File: config.mk
export PLATFORM = sky130hd
export DESIGN_NAME = kbd_event_decoder
export DESIGN_NICKNAME = d
export VERILOG_FILES = /design/src/rtl/kbd_event_decoder.sv
export SDC_FILE = /design/constraint.sdc
export NUM_CORES = 1
export LEC_CHECK = 0
export CAP_MARGIN = 20
export CORE_ASPECT_RATIO = 0.9
export CORE_MARGIN = 8
export CORE_UTILIZATION = 60
export CTS_CLUSTER_DIAMETER = 200
export CTS_CLUSTER_SIZE = 20
export DETAILED_ROUTE_END_ITERATION = 8
export PLACE_DENSITY = 0.8
export SYNTH_ARGS = -nofsm -noshare
export SYNTH_HDL_FRONTEND = slang
export SYNTH_SLANG_ARGS = --single-unit
File: constraint.sdc
create_clock -name clk -period 9.36 [get_ports clk]
set_input_delay 1.404 -clock clk [delete_from_list [all_inputs] [get_ports clk]]
set_output_delay 1.404 -clock clk [all_outputs]
set_load 0.1 [all_outputs]
File: src/rtl/kbd_event_decoder.sv
// PS/2 set-2 scancode to key-event decoder with a show-ahead event FIFO.
// Optional auto-repeat suppression: define KBD_EVT_TYPEMATIC_FILTER_EN.
`timescale 1ns/1ps
module kbd_event_decoder #(
    parameter int DEPTH = 8,
    parameter int AW    = 3
) (
    input  logic          clk,
    input  logic          clrn,
    input  logic          kbd_ready,
    input  logic [7:0]    kbd_data,
    output logic          kbd_read,
    input  logic          ev_read,
    output logic          ev_valid,
    output logic [9:0]    ev_data,
    output logic [AW:0]   ev_count,
    output logic          ev_ovf,
    input  logic          ovf_clr
);

    typedef enum logic [2:0] {
        S_IDLE   = 3'd0,
        S_EXT    = 3'd1,
        S_BRK    = 3'd2,
        S_EXTBRK = 3'd3,
        S_PAUSE  = 3'd4
    } state_t;

    localparam logic [AW:0]   DEPTH_C = (AW+1)'(DEPTH);
    localparam logic [AW:0]   CNT_ONE = (AW+1)'(1);
    localparam logic [AW-1:0] PTR_ONE = AW'(1);

    state_t        state_q, state_d;
    logic [2:0]    skip_q, skip_d;
    logic          ev_req_s;
    logic [9:0]    ev_word_s;
    logic          push_req_s;

    logic [9:0]    mem_q [DEPTH];
    logic [AW-1:0] wr_ptr_q, wr_ptr_d, rd_ptr_q, rd_ptr_d;
    logic [AW:0]   count_q, count_d;
    logic          valid_q, ovf_q, ovf_d;
    logic [9:0]    head_q, head_d;
    logic          pop_s, full_s, push_s, drop_s;

    assign kbd_read = kbd_ready & clrn;

    always_ff @(posedge clk or negedge clrn) begin
        if (!clrn) begin
            state_q <= S_IDLE;
            skip_q  <= 3'd0;
        end else begin
            state_q <= state_d;
            skip_q  <= skip_d;
        end
    end

    always_comb begin
        state_d = state_q;
        skip_d  = skip_q;
        if (kbd_ready) begin
            case (state_q)
                S_IDLE: begin
                    case (kbd_data)
                        8'hE0:   state_d = S_EXT;
                        8'hF0:   state_d = S_BRK;
                        8'hE1: begin
                            state_d = S_PAUSE;
                            skip_d  = 3'd7;
                        end
                        default: state_d = S_IDLE;
                    endcase
                end
                S_EXT: begin
                    if (kbd_data == 8'hF0) state_d = S_EXTBRK;
                    else                   state_d = S_IDLE;
                end
                S_BRK, S_EXTBRK: state_d = S_IDLE;
                S_PAUSE: begin
                    skip_d = skip_q - 3'd1;
                    if (skip_q == 3'd1) state_d = S_IDLE;
                    else                state_d = S_PAUSE;
                end
                default: state_d = S_IDLE;
            endcase
        end else begin
            state_d = state_q;
        end
    end

    // Event produced by the byte consumed this cycle, if it completes one.
    always_comb begin
        ev_req_s  = 1'b0;
        ev_word_s = 10'h000;
        if (kbd_ready) begin
            case (state_q)
                S_IDLE: begin
                    case (kbd_data)
                        8'hE0, 8'hF0, 8'hE1, 8'hAA, 8'hFA,
                        8'hEE, 8'hFC, 8'h00, 8'hFF: ev_req_s = 1'b0;
                        default: begin
                            ev_req_s  = 1'b1;
                            ev_word_s = {2'b00, kbd_data};
                        end
                    endcase
                end
                S_EXT: begin
                    if (kbd_data != 8'hF0) begin
                        ev_req_s  = 1'b1;
                        ev_word_s = {2'b01, kbd_data};
                    end else begin
                        ev_req_s  = 1'b0;
                    end
                end
                S_BRK: begin
                    ev_req_s  = 1'b1;
                    ev_word_s = {2'b10, kbd_data};
                end
                S_EXTBRK: begin
                    ev_req_s  = 1'b1;
                    ev_word_s = {2'b11, kbd_data};
                end
                S_PAUSE: begin
                    if (skip_q == 3'd1) begin
                        ev_req_s  = 1'b1;
                        ev_word_s = 10'h1E1;
                    end else begin
                        ev_req_s  = 1'b0;
                    end
                end
                default: ev_req_s = 1'b0;
            endcase
        end else begin
            ev_req_s = 1'b0;
        end
    end

`ifdef KBD_EVT_TYPEMATIC_FILTER_EN
    logic       held_v_q, held_v_d;
    logic [8:0] held_k_q, held_k_d;

    always_ff @(posedge clk or negedge clrn) begin
        if (!clrn) begin
            held_v_q <= 1'b0;
            held_k_q <= 9'h000;
        end else begin
            held_v_q <= held_v_d;
            held_k_q <= held_k_d;
        end
    end

    // Pause events skip the filter; only make/break of ordinary keys touch it.
    always_comb begin
        push_req_s = ev_req_s;
        held_v_d   = held_v_q;
        held_k_d   = held_k_q;
        if (ev_req_s && (state_q != S_PAUSE)) begin
            if (!ev_word_s[9]) begin
                if (held_v_q && (held_k_q == ev_word_s[8:0])) begin
                    push_req_s = 1'b0;
                end else begin
                    held_v_d = 1'b1;
                    held_k_d = ev_word_s[8:0];
                end
            end else if (held_v_q && (held_k_q == ev_word_s[8:0])) begin
                held_v_d = 1'b0;
            end else begin
                held_v_d = held_v_q;
            end
        end else begin
            push_req_s = ev_req_s;
        end
    end
`else
    assign push_req_s = ev_req_s;
`endif

    assign pop_s  = ev_read & valid_q;
    assign full_s = (count_q == DEPTH_C);
    assign push_s = push_req_s & (~full_s | pop_s);
    assign drop_s = push_req_s & full_s & ~pop_s;

    // A head slot being written this cycle is forwarded from the pushed word.
    always_comb begin
        wr_ptr_d = push_s ? (wr_ptr_q + PTR_ONE) : wr_ptr_q;
        rd_ptr_d = pop_s  ? (rd_ptr_q + PTR_ONE) : rd_ptr_q;
        if (push_s && !pop_s)      count_d = count_q + CNT_ONE;
        else if (!push_s && pop_s) count_d = count_q - CNT_ONE;
        else                       count_d = count_q;
        if (count_d == {(AW+1){1'b0}})           head_d = 10'h000;
        else if (push_s && rd_ptr_d == wr_ptr_q) head_d = ev_word_s;
        else                                     head_d = mem_q[rd_ptr_d];
        if (drop_s)       ovf_d = 1'b1;
        else if (ovf_clr) ovf_d = 1'b0;
        else              ovf_d = ovf_q;
    end

    always_ff @(posedge clk) begin
        if (push_s) mem_q[wr_ptr_q] <= ev_word_s;
    end

    always_ff @(posedge clk or negedge clrn) begin
        if (!clrn) begin
            wr_ptr_q <= {AW{1'b0}};
            rd_ptr_q <= {AW{1'b0}};
            count_q  <= {(AW+1){1'b0}};
            valid_q  <= 1'b0;
            head_q   <= 10'h000;
            ovf_q    <= 1'b0;
        end else begin
            wr_ptr_q <= wr_ptr_d;
            rd_ptr_q <= rd_ptr_d;
            count_q  <= count_d;
            valid_q  <= (count_d != {(AW+1){1'b0}});
            head_q   <= head_d;
            ovf_q    <= ovf_d;
        end
    end

    assign ev_valid = valid_q;
    assign ev_data  = head_q;
    assign ev_count = count_q;
    assign ev_ovf   = ovf_q;

endmodule

* After elaboration in Yosys (flattened, before gate mapping)
Memories as Yosys holds them, arrays and structs flattened. Index checks and enable logic that the tools add are counted. W data, S select, Z words.
Storage, ports and cells: input bits 13, register bits after elaboration 28, word-level logic and storage cells 78, RAM bits 80, output and inout port bits 17, memories 1
Operators by class: bitwise logic cells 8, equal/unequal tests 17, mux-type cells 25, add/subtract/negate cells 5, reductions and logical operators 14
Memory list:
- mem_q | depth 8, width 10, rd ports 1, clocked after memory_dff 0, wr ports 1, line 39 | logic [9:0] mem_q [DEPTH];
Operators by type and width (number):
- $eq A8 B8 Y1 const B | 8
- $pmux W10 S5 | 1
- $mux W10 | 3
- $mux W9 | 2
- $pmux W3 S3 | 2
- $mux W3 | 3
- $reduce_or A9 Y1 | 1
- $logic_not A8 Y1 | 1
- $mux W1 | 8
- $mux W4 | 2
- $mux W8 | 1
- $ne A8 B8 Y1 const B | 1
- $add A3 B1 Y3 const B | 2
- $eq A3 B1 Y1 const B | 2
- $eq A3 B2 Y1 const B | 2
- $pmux W3 S2 | 1
- $and A1 B1 Y1 | 5
- $add A4 B1 Y4 const B | 1
- $eq A4 B4 Y1 const B | 1
- $logic_not A4 Y1 | 1
- $pmux W1 S4 | 1
- $reduce_bool A2 Y1 | 2
- $reduce_bool A4 Y1 | 1
- $sub A4 B1 Y4 const B | 1
- other kinds (12) | 16

* Logic depth before layout (Yosys ltp)
Gate-level depths: netlist (run 1).
depth in word-level cells 12, mapped depth 13, depth with buffers taken out 10

* Least setup slack after synthesis (run 1)
Ideal clock, no wire load.
path kind input -> register, start input kbd_data[6], end memory mem_q[1][0] (enable), data arrival time 3690 ps, setup slack 5280 ps, cell stages on the path 9, library setup time 390 ps, data required time 8970 ps, path buffers 2, cells stage by stage and3_1 clkbuf_1 o21a_1 a31oi_1 a21oi_4 buf_6 a21oi_1 nand2_1 nor3_1
On the way: longest elaborated chain between the ends 8, elaborated cells on any way between the ends 18, classes of those cells 9 x eq/ne; 6 x mux; 1 x bitwise; 2 x reduce/logical
RTL lines:
- start: declaration | line 11 | input logic [7:0] kbd_data,
- $eq A8 B8 Y1 or $logic_not A8 Y1 (tied branches) | line 98 | case (kbd_data)
- $reduce_or A9 Y1 | line 98
- $mux W1 | line 98
- $pmux W1 S4 * | line 96 | case (state_q)
- $mux W1 * | line 95 | if (kbd_ready) begin
- $and A1 B1 Y1 * | line 180 | assign push_s = push_req_s & (~full_s | pop_s);
- $mux W1 * | line 199 | if (push_s) mem_q[wr_ptr_q] <= ev_word_s;
- $mux W1 (not written as such) * | line 199
- end: declaration | line 39
Mark *: on every way between the ends. The rest lies on a longest branch, timed or not.

* Worst setup path in the final report (run 1)
start input clrn, end output kbd_read
On the way: longest elaborated chain between the ends 1
RTL lines:
- start: declaration | line 9 | input logic clrn,
- $and A1 B1 Y1 | line 46 | assign kbd_read = kbd_ready & clrn;
- end: declaration | line 12 | output logic kbd_read,
Every way passes these cells.

==> results of run 1 <==
[worst max-delay path, cell delays in order]
cell	delay, ps
sky130_fd_sc_hd__clkdlybuf4s50_1	450
sky130_fd_sc_hd__buf_4	340
sky130_fd_sc_hd__and2_1	180
sky130_fd_sc_hd__clkdlybuf4s50_1	1120
[logic make-up (layout without fill, tap and decap cells)]
logic type	count (synthesis)	in the layout	share of synthesized area [%]
flip-flops	108	108	64.7
XOR/XNOR	11	11	2.01
AO/OA/AOI/OAI	41	41	7.78
AND/OR/NAND/NOR	78	78	8.43
buffers and inverters	28	69	2.92
adder cells (fa/ha/maj)	6	6	1.57
multiplexers	35	35	12.6
[cells in the final DEF, fill, tap and decap left out, types with 2 or more instances in the layout]
cell,count
sky130_fd_sc_hd__o21ai_0,3
sky130_fd_sc_hd__inv_1,11
sky130_fd_sc_hd__ha_1,6
sky130_fd_sc_hd__nor4_1,2
sky130_fd_sc_hd__o21a_1,2
sky130_fd_sc_hd__nand3_1,5
sky130_fd_sc_hd__buf_6,3
sky130_fd_sc_hd__a211oi_2,10
sky130_fd_sc_hd__o32ai_1,2
sky130_fd_sc_hd__and2_1,5
sky130_fd_sc_hd__a21oi_1,5
sky130_fd_sc_hd__and2b_1,2
sky130_fd_sc_hd__and3_1,2
sky130_fd_sc_hd__clkbuf_8,10
sky130_fd_sc_hd__buf_4,8
sky130_fd_sc_hd__mux4_2,20
sky130_fd_sc_hd__dfrtp_1,28
sky130_fd_sc_hd__a31oi_1,2
sky130_fd_sc_hd__clkdlybuf4s50_1,29
sky130_fd_sc_hd__mux2i_1,13
sky130_fd_sc_hd__xor2_1,8
sky130_fd_sc_hd__nand2_1,14
sky130_fd_sc_hd__o211a_1,2
sky130_fd_sc_hd__nor3_1,5
sky130_fd_sc_hd__nand4_1,3
sky130_fd_sc_hd__edfxtp_1,80
sky130_fd_sc_hd__o31ai_1,2
sky130_fd_sc_hd__xnor2_1,2
sky130_fd_sc_hd__nor2_1,28
sky130_fd_sc_hd__nand2b_1,4
[report_power, final]
part | switching (uW) | leakage [uW] | internal, uW
sequential | 57.4 | 0.00106 | 626
clock | 150 | 0.0000976 | 132
combinational | 585 | 0.000802 | 355
total | 792 | 0.00196 | 1110
[final cells by class]
class | instances | area [um^2]
Clock buffer | 11 | 141
Timing Repair Buffer | 41 | 399
Multi-Input combinational cell | 171 | 1570
Fill cell | 536 | 2470
Inverter | 12 | 45.0
Clock inverter | 5 | 58.8
Sequential cell | 108 | 3100
Tap cell | 99 | 124
[sequential cells by signal, indices dropped and copies added (netlist names)]
| name | flops |
|---|---|
| rd_ptr_q | 3 |
| ev_valid | 1 |
| state_q | 3 |
| ev_count | 4 |
| skip_q | 3 |
| ev_data | 10 |
| wr_ptr_q | 3 |
| ev_ovf | 1 |
| mem_q | 80 |
[per-layer routing]
layer | GRT usage (%) | part of all wire (%) | routed length, um | vias to the layer above
li1 | - | - | - | 1242
met2 | 31.5 | 53 | 5010 | 89
met1 | 23.4 | 41 | 3890 | 1420
met4 | 3.58 | 0.60 | 57 | 0
met5 | 0 | 0 | 0 | -
met3 | 3.13 | 5.7 | 545 | 9
[worst max-delay path by stage]
stage                                  endpoint        start  depth (start not counted)  slack [ps]
after floorplan           mem_q[1][0]$_DFFE_PP_  kbd_data[6]                          9        5280
after global placement                 kbd_read         clrn                          4        4410
after detailed placement   ev_data[5]$_DFF_PN0_  kbd_data[6]                          9        4250
after CTS                              kbd_read         clrn                          4        4400
after global routing                   kbd_read         clrn                          4        4330
final                                  kbd_read         clrn                          4        4440
[per-stage QoR]
stage | total power, uW | hold slack [ps]
2_1_floorplan | 1410 | 442
3_3_place_gp | 1600 | 460
3_5_place_dp | 1630 | 484
4_1_cts | 1910 | 503
5_1_grt | 1990 | 542
6_report | 1910 | 508
==> qor.txt, run 1 <==
=================================================================================================
Proportion of layout cells with a drive suffix above 1                                      19.3%
Endpoint of the most critical register-to-register path                              ev_data[9]$_DFF_PN0_
First-iteration detailed-routing DRC count                                                    165
Transition at the pin with the smallest max-transition slack                              1050 ps
Count of instances resized after the clock tree is built                                        0
Most frequently used cell type in the post-synthesis netlist                         sky130_fd_sc_hd__edfxtp_1
Max IR drop VDD                                                                          0.201 mV
Wire length after detailed routing                                                        9500 um
Number of buffers created by CTS                                                                9
Area growth from synthesis to layout                                                        13.6%
Area of the placeable core                                                              7910 um^2
Cell depth of the worst flop-to-flop path                                                       9
Min-Delay Path Depth                                                                            1
Antenna diode instance count                                                                    0
Row Count                                                                                      31
Number of standard cells in the final layout excluding fillers                                447
Setup repair after global routing missed its margin                                            no
Max-slew violations                                                                             0
Worst hold path type                                                                   reg -> reg
Hold endpoint                                                                        skip_q[2]$_DFFE_PN0P_
Number of clock sinks                                                                         108
Leakage power                                                                          0.00196 uW
Vias in the first global route                                                               2808
Antenna violations before repair                                                                0
Total Routing Usage GR                                                                      18.2%
Area contributors post-synth                                                         sky130_fd_sc_hd__edfxtp_1 (50%), sky130_fd_sc_hd__dfrtp_1 (15%), sky130_fd_sc_hd__mux4_2 (9.4%)
Post-synth top flop                                                                  sky130_fd_sc_hd__edfxtp_1
Top cell type by total area after synthesis                                          sky130_fd_sc_hd__edfxtp_1
Fin util                                                                                    68.8%
Number of hold buffers added after cts                                                          0
Top achievable clock speed                                                                203 MHz
Remaining global-route overflow                                                                 0
Number of distinct library cell variants in the gate-level netlist after synthesis             54
Number of violations of the max-capacitance limit                                               0
CP Class                                                                                in -> out
Via count normalized by instance count                                                       6.17
Final instance area                                                                     5440 um^2
Largest net degree at the start of global routing                                              30
Flops & latches, synth                                                                        108
Placed standard-cell area                                                               5190 um^2
Reg-to-reg critical path startpoint                                                  skip_q[0]$_DFFE_PN0P_
Total standard cell area after synthesis                                                4790 um^2
Sequential-to-total area share from yosys stat                                              64.7%
Final-stage net count                                                                         362
Avg Cell Area, Syn                                                                      15.6 um^2
Detailed-placement wirelength estimate                                                    6350 um
Clk Latency, worst-skew pair                                                               350 ps
# DRC                                                                                           0
Arrival time of data at the critical path endpoint                                        3520 ps
Worst slack at placement                                                                  4250 ps
Number of vias in the routed layout                                                          2760
Clock Path Buffers                                                                              2
Post-CTS setup buffer count                                                                     0
Yosys warnings                                                                                  0
Initial Util                                                                                60.6%
Port-buffer cells                                                                              29
Share of the synthesized area in the top cell type                                          50.1%
Slew HR                                                                                     29.3%
CP Data Required Time                                                                     7960 ps
Number of endpoints with negative hold slack in the final report                                0
Hold Path Origin                                                                     skip_q[2]$_DFFE_PN0P_
Post-Route Setup TNS                                                                         0 ps
Critical path endpoint category                                                        output pin
Number of nets with antenna violations after detailed routing                                   0
Horizontal die dimension                                                                   110 um
Number of enable-type register cells in the synthesized netlist                                80
Type of element launching the critical path                                             input pin
Final Cycle Share                                                                           52.6%
TritonCTS clock tree                                                                          yes
Finish-stage setup viols                                                                        0
Number of placed instances, taps included                                                     426
Largest fanout on the critical path                                                            29
Power density over the cells                                                          350 nW/um^2
Time the worst path needs with I/O delays and setup                                       4920 ps
Buffer type at the clock tree root                                                   sky130_fd_sc_hd__clkbuf_8
Post-route worst setup slack                                                              4440 ps
Gate count after technology mapping                                                           307
Top post-synthesis cells by count                                                    sky130_fd_sc_hd__edfxtp_1 (80), sky130_fd_sc_hd__dfrtp_1 (28), sky130_fd_sc_hd__nor2_1 (28)
CTS H-Tree Depth                                                                                3
Reg2Reg Setup Slack                                                                       5920 ps
Global placer's final weighted congestion                                                   0.901
Die span in y                                                                              101 um
Clock tree skew after final layout                                                        17.0 ps
Nets in the synthesized netlist                                                               326
Async set-or-reset flop fraction in the synthesized netlist                                 25.9%
First-pass detailed-route iteration total                                                       4
Run status                                                                           finished, final reports clean
Wire length of the first global-routing pass                                             15100 um
CTS clock-pin slew for the worst setup and hold paths                                      100 ps
Wire per inst                                                                             21.3 um
I/O Pins                                                                                       30
Die ar.                                                                                11100 um^2
=================================================================================================
Note: power is estimated with default switching activity, not from simulation.
==> inputs of run 2 (changes only) <==
--- a/config.mk
+++ b/config.mk
@@ -8,11 +8,11 @@
 export CAP_MARGIN = 20
 export CORE_ASPECT_RATIO = 0.9
 export CORE_MARGIN = 8
-export CORE_UTILIZATION = 60
+export CORE_UTILIZATION = 59
 export CTS_CLUSTER_DIAMETER = 200
 export CTS_CLUSTER_SIZE = 20
 export DETAILED_ROUTE_END_ITERATION = 8
-export PLACE_DENSITY = 0.8
+export PLACE_DENSITY = 0.78
 export SYNTH_ARGS = -nofsm -noshare
 export SYNTH_HDL_FRONTEND = slang
 export SYNTH_SLANG_ARGS = --single-unit
==> constraint.sdc (replaced) <==
create_clock -name clk -period 4.7 [get_ports clk]
set_input_delay 0.705 -clock clk [delete_from_list [all_inputs] [get_ports clk]]
set_output_delay 0.705 -clock clk [all_outputs]
set_load 0.1 [all_outputs]
==> run 2 against run 1 <==
  * Via count decreased by 2.3%
  * Routed wire length increased by 0.58%
  * Sequential power increased by 99%
  * Sequential share of layout area increased by 0.26 points
  * Sequential cell count unchanged
  * Count of clock-buffer cells in the layout increased by 2
  * Clock skew decreased by 6.5 ps
  * Combinational power increased by 100%
  * Largest power group unchanged
==> qor.txt, run 2 (synthesis results as in run 1) <==
===============================================================================
I/O Pins                                                                     30   unchanged
Total Routing Usage GR                                                    17.9%   was 18.2%
Number of violations of the max-capacitance limit                             0   unchanged
Commonest non-fill, non-tap cell in the layout                     sky130_fd_sc_hd__edfxtp_1   unchanged
Number of hold buffers added after cts                                        0   unchanged
Number of endpoints with negative hold slack in the final report              0   unchanged
Total number of cells along the worst setup path                              8   was 4
Global placer's final weighted congestion                                 0.871   was 0.901
Switching power total                                                   1580 uW   was 792 uW
Die ar.                                                              11300 um^2   was 11100 um^2
Fin util                                                                  68.2%   was 68.8%
Critical Path Max Stage Delay                                            720 ps   was 1120 ps
Area growth from synthesis to layout                                      13.1%   was 13.6%
# DRC                                                                         0   unchanged
Max IR drop VDD                                                        0.355 mV   was 0.201 mV
Internal cell power                                                     2220 uW   was 1110 uW
First-pass detailed-route iteration total                                     4   unchanged
Final instance area                                                   5420 um^2   was 5440 um^2
Logic pwr share                                                           49.4%   was 49.3%
Slew HR                                                                   34.8%   was 29.3%
CP Data Required Time                                                   4690 ps   was 7960 ps
Placed standard-cell area                                             5220 um^2   was 5190 um^2
Number of clock sinks                                                       108   unchanged
Antenna violations before repair                                              0   unchanged
Number of vias in the routed layout                                        2696   was 2760
Via count normalized by instance count                                     6.03   was 6.17
Top library cells by usage in the layout, fill and taps aside      sky130_fd_sc_hd__edfxtp_1 (80), sky130_fd_sc_hd__nor2_1 (28), sky130_fd_sc_hd__dfrtp_1 (28), sky130_fd_sc_hd__clkdlybuf4s50_1 (28), sky130_fd_sc_hd__mux4_2 (20)   was sky130_fd_sc_hd__edfxtp_1 (80), sky130_fd_sc_hd__clkdlybuf4s50_1 (29), sky130_fd_sc_hd__nor2_1 (28), sky130_fd_sc_hd__dfrtp_1 (28), sky130_fd_sc_hd__mux4_2 (20)
Cell depth of the worst flop-to-flop path                                     7   was 9
Final Cycle Share                                                         77.2%
Worst-path cell chain                                              clkdlybuf4s50_1 -> and3_1 -> o21a_1 -> a31oi_1 -> a21oi_4 -> a21oi_1 -> nand2b_1 -> nor2_1   was clkdlybuf4s50_1 -> buf_4 -> and2_1 -> clkdlybuf4s50_1
Transition at the pin with the smallest max-transition slack             975 ps   was 1050 ps
TritonCTS clock tree                                                        yes   unchanged
Tot Pwr                                                                 3800 uW   was 1910 uW
Post-Route Setup TNS                                                       0 ps   unchanged
Largest net degree at the start of global routing                            30   unchanged
Horizontal die dimension                                                 111 um   was 110 um
Fraction of power spent switching nets                                    41.5%   was 41.6%
Antenna diode instance count                                                  0   unchanged
Min-Delay Path Depth                                                          1   unchanged
Clk Latency, worst-skew pair                                             360 ps   was 350 ps
First-iteration detailed-routing DRC count                                  235   was 165
Buffers plus inverters on the worst setup path                                1   was 3
Worst hold slack                                                         482 ps   was 508 ps
Port-buffer cells                                                            29   unchanged
Vias in the first global route                                             2747   was 2808
Setup repair after global routing missed its margin                          no   unchanged
Portion of total power attributed to the clock network                    14.8%   about the same
Reg with most FFs                                                         mem_q   unchanged
Wire per inst                                                           21.4 um   was 21.3 um
CTS H-Tree Depth                                                              3   unchanged
Critical path endpoint category                                        register   was output pin
Initial Util                                                              60.3%   was 60.6%
Highest-delay cell along the critical path                         sky130_fd_sc_hd__nor2_1   was sky130_fd_sc_hd__clkdlybuf4s50_1
Clock tree skew after final layout                                      10.5 ps   was 17.0 ps
Arrival time of data at the critical path endpoint                      3620 ps   was 3520 ps
Clock Path Buffers                                                            2   unchanged
Count of instances resized after the clock tree is built                      0   unchanged
Remaining global-route overflow                                               0   unchanged
Area of the placeable core                                            7950 um^2   was 7910 um^2
CTS clock-pin slew for the worst setup and hold paths                     90 ps   was 100 ps
Detailed-placement wirelength estimate                                  6630 um   was 6350 um
Proportion of layout cells with a drive suffix above 1                    19.3%   unchanged
Largest fanout on the critical path                                          12   was 29
Part of the power in registers                                            35.8%   was 35.9%
Number of buffers created by CTS                                              9   unchanged
Buffer type at the clock tree root                                 sky130_fd_sc_hd__clkbuf_8   unchanged
Final-stage net count                                                       362   unchanged
CP Class                                                              in -> reg   was in -> out
Die span in y                                                            102 um   was 101 um
Run status                                                         finished, final reports clean   unchanged
Finish-stage setup viols                                                      0   unchanged
Cell family with the largest share of critical-path delay          simple AND/OR/NAND/NOR gates   was buffers and inverters
Post-CTS setup buffer count                                                   0   unchanged
Wire length after detailed routing                                      9560 um   was 9500 um
Max-slew violations                                                           0   unchanged
Wire length of the first global-routing pass                           15600 um   was 15100 um
Row Count                                                                    31   unchanged
Top achievable clock speed                                              275 MHz
Number of fillers in the final layout                                       519   was 536
Number of nets with antenna violations after detailed routing                 0   unchanged
Worst hold path type                                                 reg -> reg   unchanged
Time the worst path needs with I/O delays and setup                     3630 ps
Flip-flop count of the largest register after layout                         80   unchanged
Power density over the cells                                        700 nW/um^2   was 350 nW/um^2
Leakage power                                                        0.00196 uW   about the same
Type of element launching the critical path                           input pin   unchanged
===============================================================================
==> run 2: changes by cell type in the layout (fill, tap and decap cells not counted), sizes merged <==
cell,previous run,this run
clkbuf,11,13
buf,12,13
clkdlybuf4s50,29,28
clkinv,2,1
clkinvlp,1,0
==> run 2: path summary, 6_finish.rpt <==
path                                   startpoint  slack, ps                endpoint
min reg2reg                 skip_q[2]$_DFFE_PN0P_        480   skip_q[2]$_DFFE_PN0P_
min                         skip_q[2]$_DFFE_PN0P_        480   skip_q[2]$_DFFE_PN0P_
max in group asynchronous                    clrn       3670   ev_count[1]$_DFF_PN0_
min in group asynchronous                    clrn        730  state_q[0]$_DFFE_PN0P_
max                                   kbd_data[6]       1070   mem_q[4][5]$_DFFE_PP_
max reg2reg                state_q[1]$_DFFE_PN0P_       1520   mem_q[4][5]$_DFFE_PP_
==> run 2: through the flow <==
| stage | instances | worst slack (ps) |
|---|---|---|
| after detailed placement | 431 | 667 |
| after global routing | 447 | 847 |
| after global placement | 431 | 888 |
| after CTS | 447 | 1060 |
| after floorplan | 307 | 1320 |
| final | 447 | 1070 |
==> run 2: power groups by stage <==
stage	Clock [uW]	Combinational (uW)	Sequential (uW)
global route	612	2000	1390
floorplan	0	1010	1800
CTS	575	1890	1360
global placement	0	1860	1370
finish	560	1880	1360
detailed placement	0	1890	1380
==> run 2: area by class of cell <==
type / count / area (um^2) / area share [%]
sequential: 108 / 3100 / 57.3
multi-input combinational: 171 / 1570 / 29.0
timing repair buffer: 41 / 378 / 6.97
clock buffer: 13 / 149 / 2.75
tap: 99 / 124 / 2.29
clock inverter: 3 / 47.5 / 0.877
inverter: 12 / 45.0 / 0.831
==> run 2: metal layers <==
metal  part of all wire [%]  wire, um  track usage, %  vias to the layer above
met5                      0         0               0                        -
met4                   0.86        82            5.63                        0
met3                    6.8       654            4.91                        8
met2                     48      4600            26.9                       80
met1                     44      4220            25.0                     1360
li1                       -         -               -                     1248
==> inputs of run 3 (changes only) <==
==> constraint.sdc (replaced) <==
create_clock -name clk -period 3.5 [get_ports clk]
set_input_delay 0.525 -clock clk [delete_from_list [all_inputs] [get_ports clk]]
set_output_delay 0.525 -clock clk [all_outputs]
set_load 0.1 [all_outputs]
==> run 3 against run 2 <==
  * Worst hold slack worse by 6.2 ps
  * Cell count increased by 4.0%
  * Sequential power increased by 35%
  * Critical path depth grew 2
  * Sequential cell count is the same
  * Register-to-register slack worse by 880 ps
==> qor.txt, run 3 (synthesis results as in run 1) <==
===============================================================================
Run status                                                         finished, final reports clean   unchanged
# DRC                                                                         0   unchanged
Vias in the first global route                                             2842   was 2747
Logic pwr share                                                           50.2%   was 49.4%
Setup repair after global routing missed its margin                          no   unchanged
Total number of cells along the worst setup path                             10   was 8
Global placer's final weighted congestion                                 0.852   was 0.871
Wire per inst                                                           20.1 um   was 21.4 um
Destination of the critical timing path                            mem_q[1][1]$_DFFE_PP_   was mem_q[4][5]$_DFFE_PP_
Cell depth of the worst flop-to-flop path                                     9   was 7
Placed standard-cell area                                             5400 um^2   was 5220 um^2
Number of endpoints with negative hold slack in the final report              0   unchanged
Part of the power in registers                                            35.8%   about the same
Arrival time of data at the critical path endpoint                      3160 ps   was 3620 ps
First-iteration detailed-routing DRC count                                  148   was 235
Horizontal die dimension                                                 111 um   unchanged
Buffers plus inverters on the worst setup path                                3   was 1
Endpoint of the most critical register-to-register path            mem_q[1][1]$_DFFE_PP_   was mem_q[4][5]$_DFFE_PP_
Number of standard cells in the final layout excluding fillers              465   was 447
Post-Route Setup TNS                                                       0 ps   unchanged
Clk Latency, worst-skew pair                                             370 ps   was 360 ps
Worst hold path type                                                 reg -> reg   unchanged
Worst hold slack                                                         476 ps   was 482 ps
Worst slack at placement                                                90.1 ps   was 667 ps
Launch point of the critical path                                   kbd_data[6]   unchanged
Finish-stage setup viols                                                      0   unchanged
Top library cells by usage in the layout, fill and taps aside      sky130_fd_sc_hd__edfxtp_1 (80), sky130_fd_sc_hd__nor2_1 (28), sky130_fd_sc_hd__dfrtp_1 (28), sky130_fd_sc_hd__clkdlybuf4s50_1 (28), sky130_fd_sc_hd__buf_4 (28)   was sky130_fd_sc_hd__edfxtp_1 (80), sky130_fd_sc_hd__nor2_1 (28), sky130_fd_sc_hd__dfrtp_1 (28), sky130_fd_sc_hd__clkdlybuf4s50_1 (28), sky130_fd_sc_hd__mux4_2 (20)
Portion of total power attributed to the clock network                    14.0%   was 14.8%
CP Data Required Time                                                   3570 ps   was 4690 ps
Max-slew violations                                                           0   unchanged
Post-route worst setup slack                                             412 ps   was 1070 ps
Slew HR                                                                   34.8%   about the same
Final instance area                                                   5590 um^2   was 5420 um^2
Area growth from synthesis to layout                                      16.6%   was 13.1%
Number of vias in the routed layout                                        2771   was 2696
CTS H-Tree Depth                                                              3   unchanged
Time the worst path needs with I/O delays and setup                     3090 ps
Reg with most FFs                                                         mem_q   unchanged
Reg2Reg Setup Slack                                                      640 ps   was 1520 ps
Cell family with the largest share of critical-path delay          compound AO/OA/AOI/OAI gates   was simple AND/OR/NAND/NOR gates
Die span in y                                                            102 um   unchanged
First-pass detailed-route iteration total                                     6   was 4
Wire length of the first global-routing pass                           15300 um   was 15600 um
Buffer type at the clock tree root                                 sky130_fd_sc_hd__clkbuf_8   unchanged
Number of clock sinks                                                       108   unchanged
Initial Util                                                              60.3%   unchanged
Clock Path Buffers                                                            2   unchanged
Die ar.                                                              11300 um^2   unchanged
Power density over the cells                                        914 nW/um^2   was 700 nW/um^2
Flip-flop count of the largest register after layout                         80   unchanged
TritonCTS clock tree                                                        yes   unchanged
Transition at the pin with the smallest max-transition slack             975 ps   about the same
Detailed-placement wirelength estimate                                  6440 um   was 6630 um
Clock tree skew after final layout                                      16.3 ps   was 10.5 ps
I/O Pins                                                                     30   unchanged
Number of fillers in the final layout                                       521   was 519
Switching power total                                                   2130 uW   was 1580 uW
Reg-to-reg critical path startpoint                                state_q[1]$_DFFE_PN0P_   unchanged
Antenna violations before repair                                              0   unchanged
Number of nets with antenna violations after detailed routing                 0   unchanged
Remaining global-route overflow                                               0   unchanged
Wire length after detailed routing                                      9340 um   was 9560 um
CP Class                                                              in -> reg   unchanged
Largest fanout on the critical path                                           9   was 12
Critical path endpoint category                                        register   unchanged
Area of the placeable core                                            7950 um^2   unchanged
Row Count                                                                    31   unchanged
Count of instances resized after the clock tree is built                      0   unchanged
Final-stage net count                                                       380   was 362
Port-buffer cells                                                            29   unchanged
Antenna diode instance count                                                  0   unchanged
Fraction of power spent switching nets                                    41.8%   was 41.5%
Proportion of layout cells with a drive suffix above 1                    24.0%   was 19.3%
Total Routing Usage GR                                                    17.7%   was 17.9%
Number of violations of the max-capacitance limit                             0   unchanged
Number of hold buffers added after cts                                        0   unchanged
Top achievable clock speed                                              324 MHz
Largest net degree at the start of global routing                            30   unchanged
Worst-path cell chain                                              clkdlybuf4s50_1 -> and3_1 -> a311oi_1 -> o311a_4 -> a21oi_4 -> buf_4 -> a21oi_1 -> nand2_1 -> nor3_1 -> buf_4   was clkdlybuf4s50_1 -> and3_1 -> o21a_1 -> a31oi_1 -> a21oi_4 -> a21oi_1 -> nand2b_1 -> nor2_1
Via count normalized by instance count                                     5.96   was 6.03
Number of placed instances, taps included                                   449   was 431
Type of element launching the critical path                           input pin   unchanged
Leakage power                                                        0.00206 uW   was 0.00196 uW
Number of buffers created by CTS                                              9   unchanged
Internal cell power                                                     2970 uW   was 2220 uW
CTS clock-pin slew for the worst setup and hold paths                    100 ps   was 90 ps
Final Cycle Share                                                         88.2%
Crit path top cell by count                                        sky130_fd_sc_hd__buf_4
Highest-delay cell along the critical path                         sky130_fd_sc_hd__clkdlybuf4s50_1   was sky130_fd_sc_hd__nor2_1
Critical Path Max Stage Delay                                            480 ps   was 720 ps
Post-CTS setup buffer count                                                   0   unchanged
Max IR drop VDD                                                        0.511 mV   was 0.355 mV
Commonest non-fill, non-tap cell in the layout                     sky130_fd_sc_hd__edfxtp_1   unchanged
===============================================================================
-- run 3: worst min-delay path by stage --
stage | cells past startpoint | slack [ps] | start | to
2_1_floorplan | 0 | 230 | clrn | ev_count[0]$_DFF_PN0_
3_3_place_gp | 1 | 460 | skip_q[2]$_DFFE_PN0P_ | skip_q[2]$_DFFE_PN0P_
3_5_place_dp | 1 | 470 | skip_q[2]$_DFFE_PN0P_ | skip_q[2]$_DFFE_PN0P_
4_1_cts | 1 | 480 | skip_q[2]$_DFFE_PN0P_ | skip_q[2]$_DFFE_PN0P_
5_1_grt | 1 | 530 | skip_q[2]$_DFFE_PN0P_ | skip_q[2]$_DFFE_PN0P_
6_report | 1 | 480 | skip_q[2]$_DFFE_PN0P_ | skip_q[2]$_DFFE_PN0P_
-- run 3: through the flow --
stage	power, uW	util (%)
2_1_floorplan	3780	-
3_3_place_gp	4380	67.9
3_5_place_dp	4440	67.9
4_1_cts	5150	70.3
5_1_grt	5370	70.3
6_report	5110	70.3
-- run 3: layer usage --
| layer | wire length (um) | track usage [%] |
|---|---|---|
| met1 | 4250 | 23.3 |
| met2 | 4500 | 28.6 |
| met3 | 442 | 4.44 |
| met4 | 143 | 5.83 |
| met5 | 0 | 0 |
-- run 3: worst reg2reg max path: stages, from the launching register on --
cell and delay [ps]:
sky130_fd_sc_hd__dfrtp_1 480, sky130_fd_sc_hd__nor2_1 310, sky130_fd_sc_hd__nand2_1 100, sky130_fd_sc_hd__a41oi_1 370, sky130_fd_sc_hd__a21oi_4 170, sky130_fd_sc_hd__buf_4 180, sky130_fd_sc_hd__a21oi_1 280, sky130_fd_sc_hd__nand2_1 180
sky130_fd_sc_hd__nor3_1 240, sky130_fd_sc_hd__buf_4 250
-- run 3: cell type report --
| cell class | count | area [um^2] | area share (%) |
|---|---|---|---|
| clock inverters | 6 | 56.3 | 1.01 |
| well taps | 99 | 124 | 2.22 |
| repair buffers | 59 | 551 | 9.85 |
| flip-flops and latches | 108 | 3100 | 55.5 |
| inverters | 12 | 45.0 | 0.806 |
| clock buffers | 10 | 138 | 2.46 |
| multi-input cells | 171 | 1570 | 28.1 |
-- run 3: power groups by stage --
stage          clock, uW  combinational (uW)  sequential [uW]
6_report             714                2560             1830
5_1_grt              782                2730             1860
4_1_cts              736                2590             1830
3_5_place_dp           0                2580             1860
3_3_place_gp           0                2540             1850
2_1_floorplan          0                1360             2420
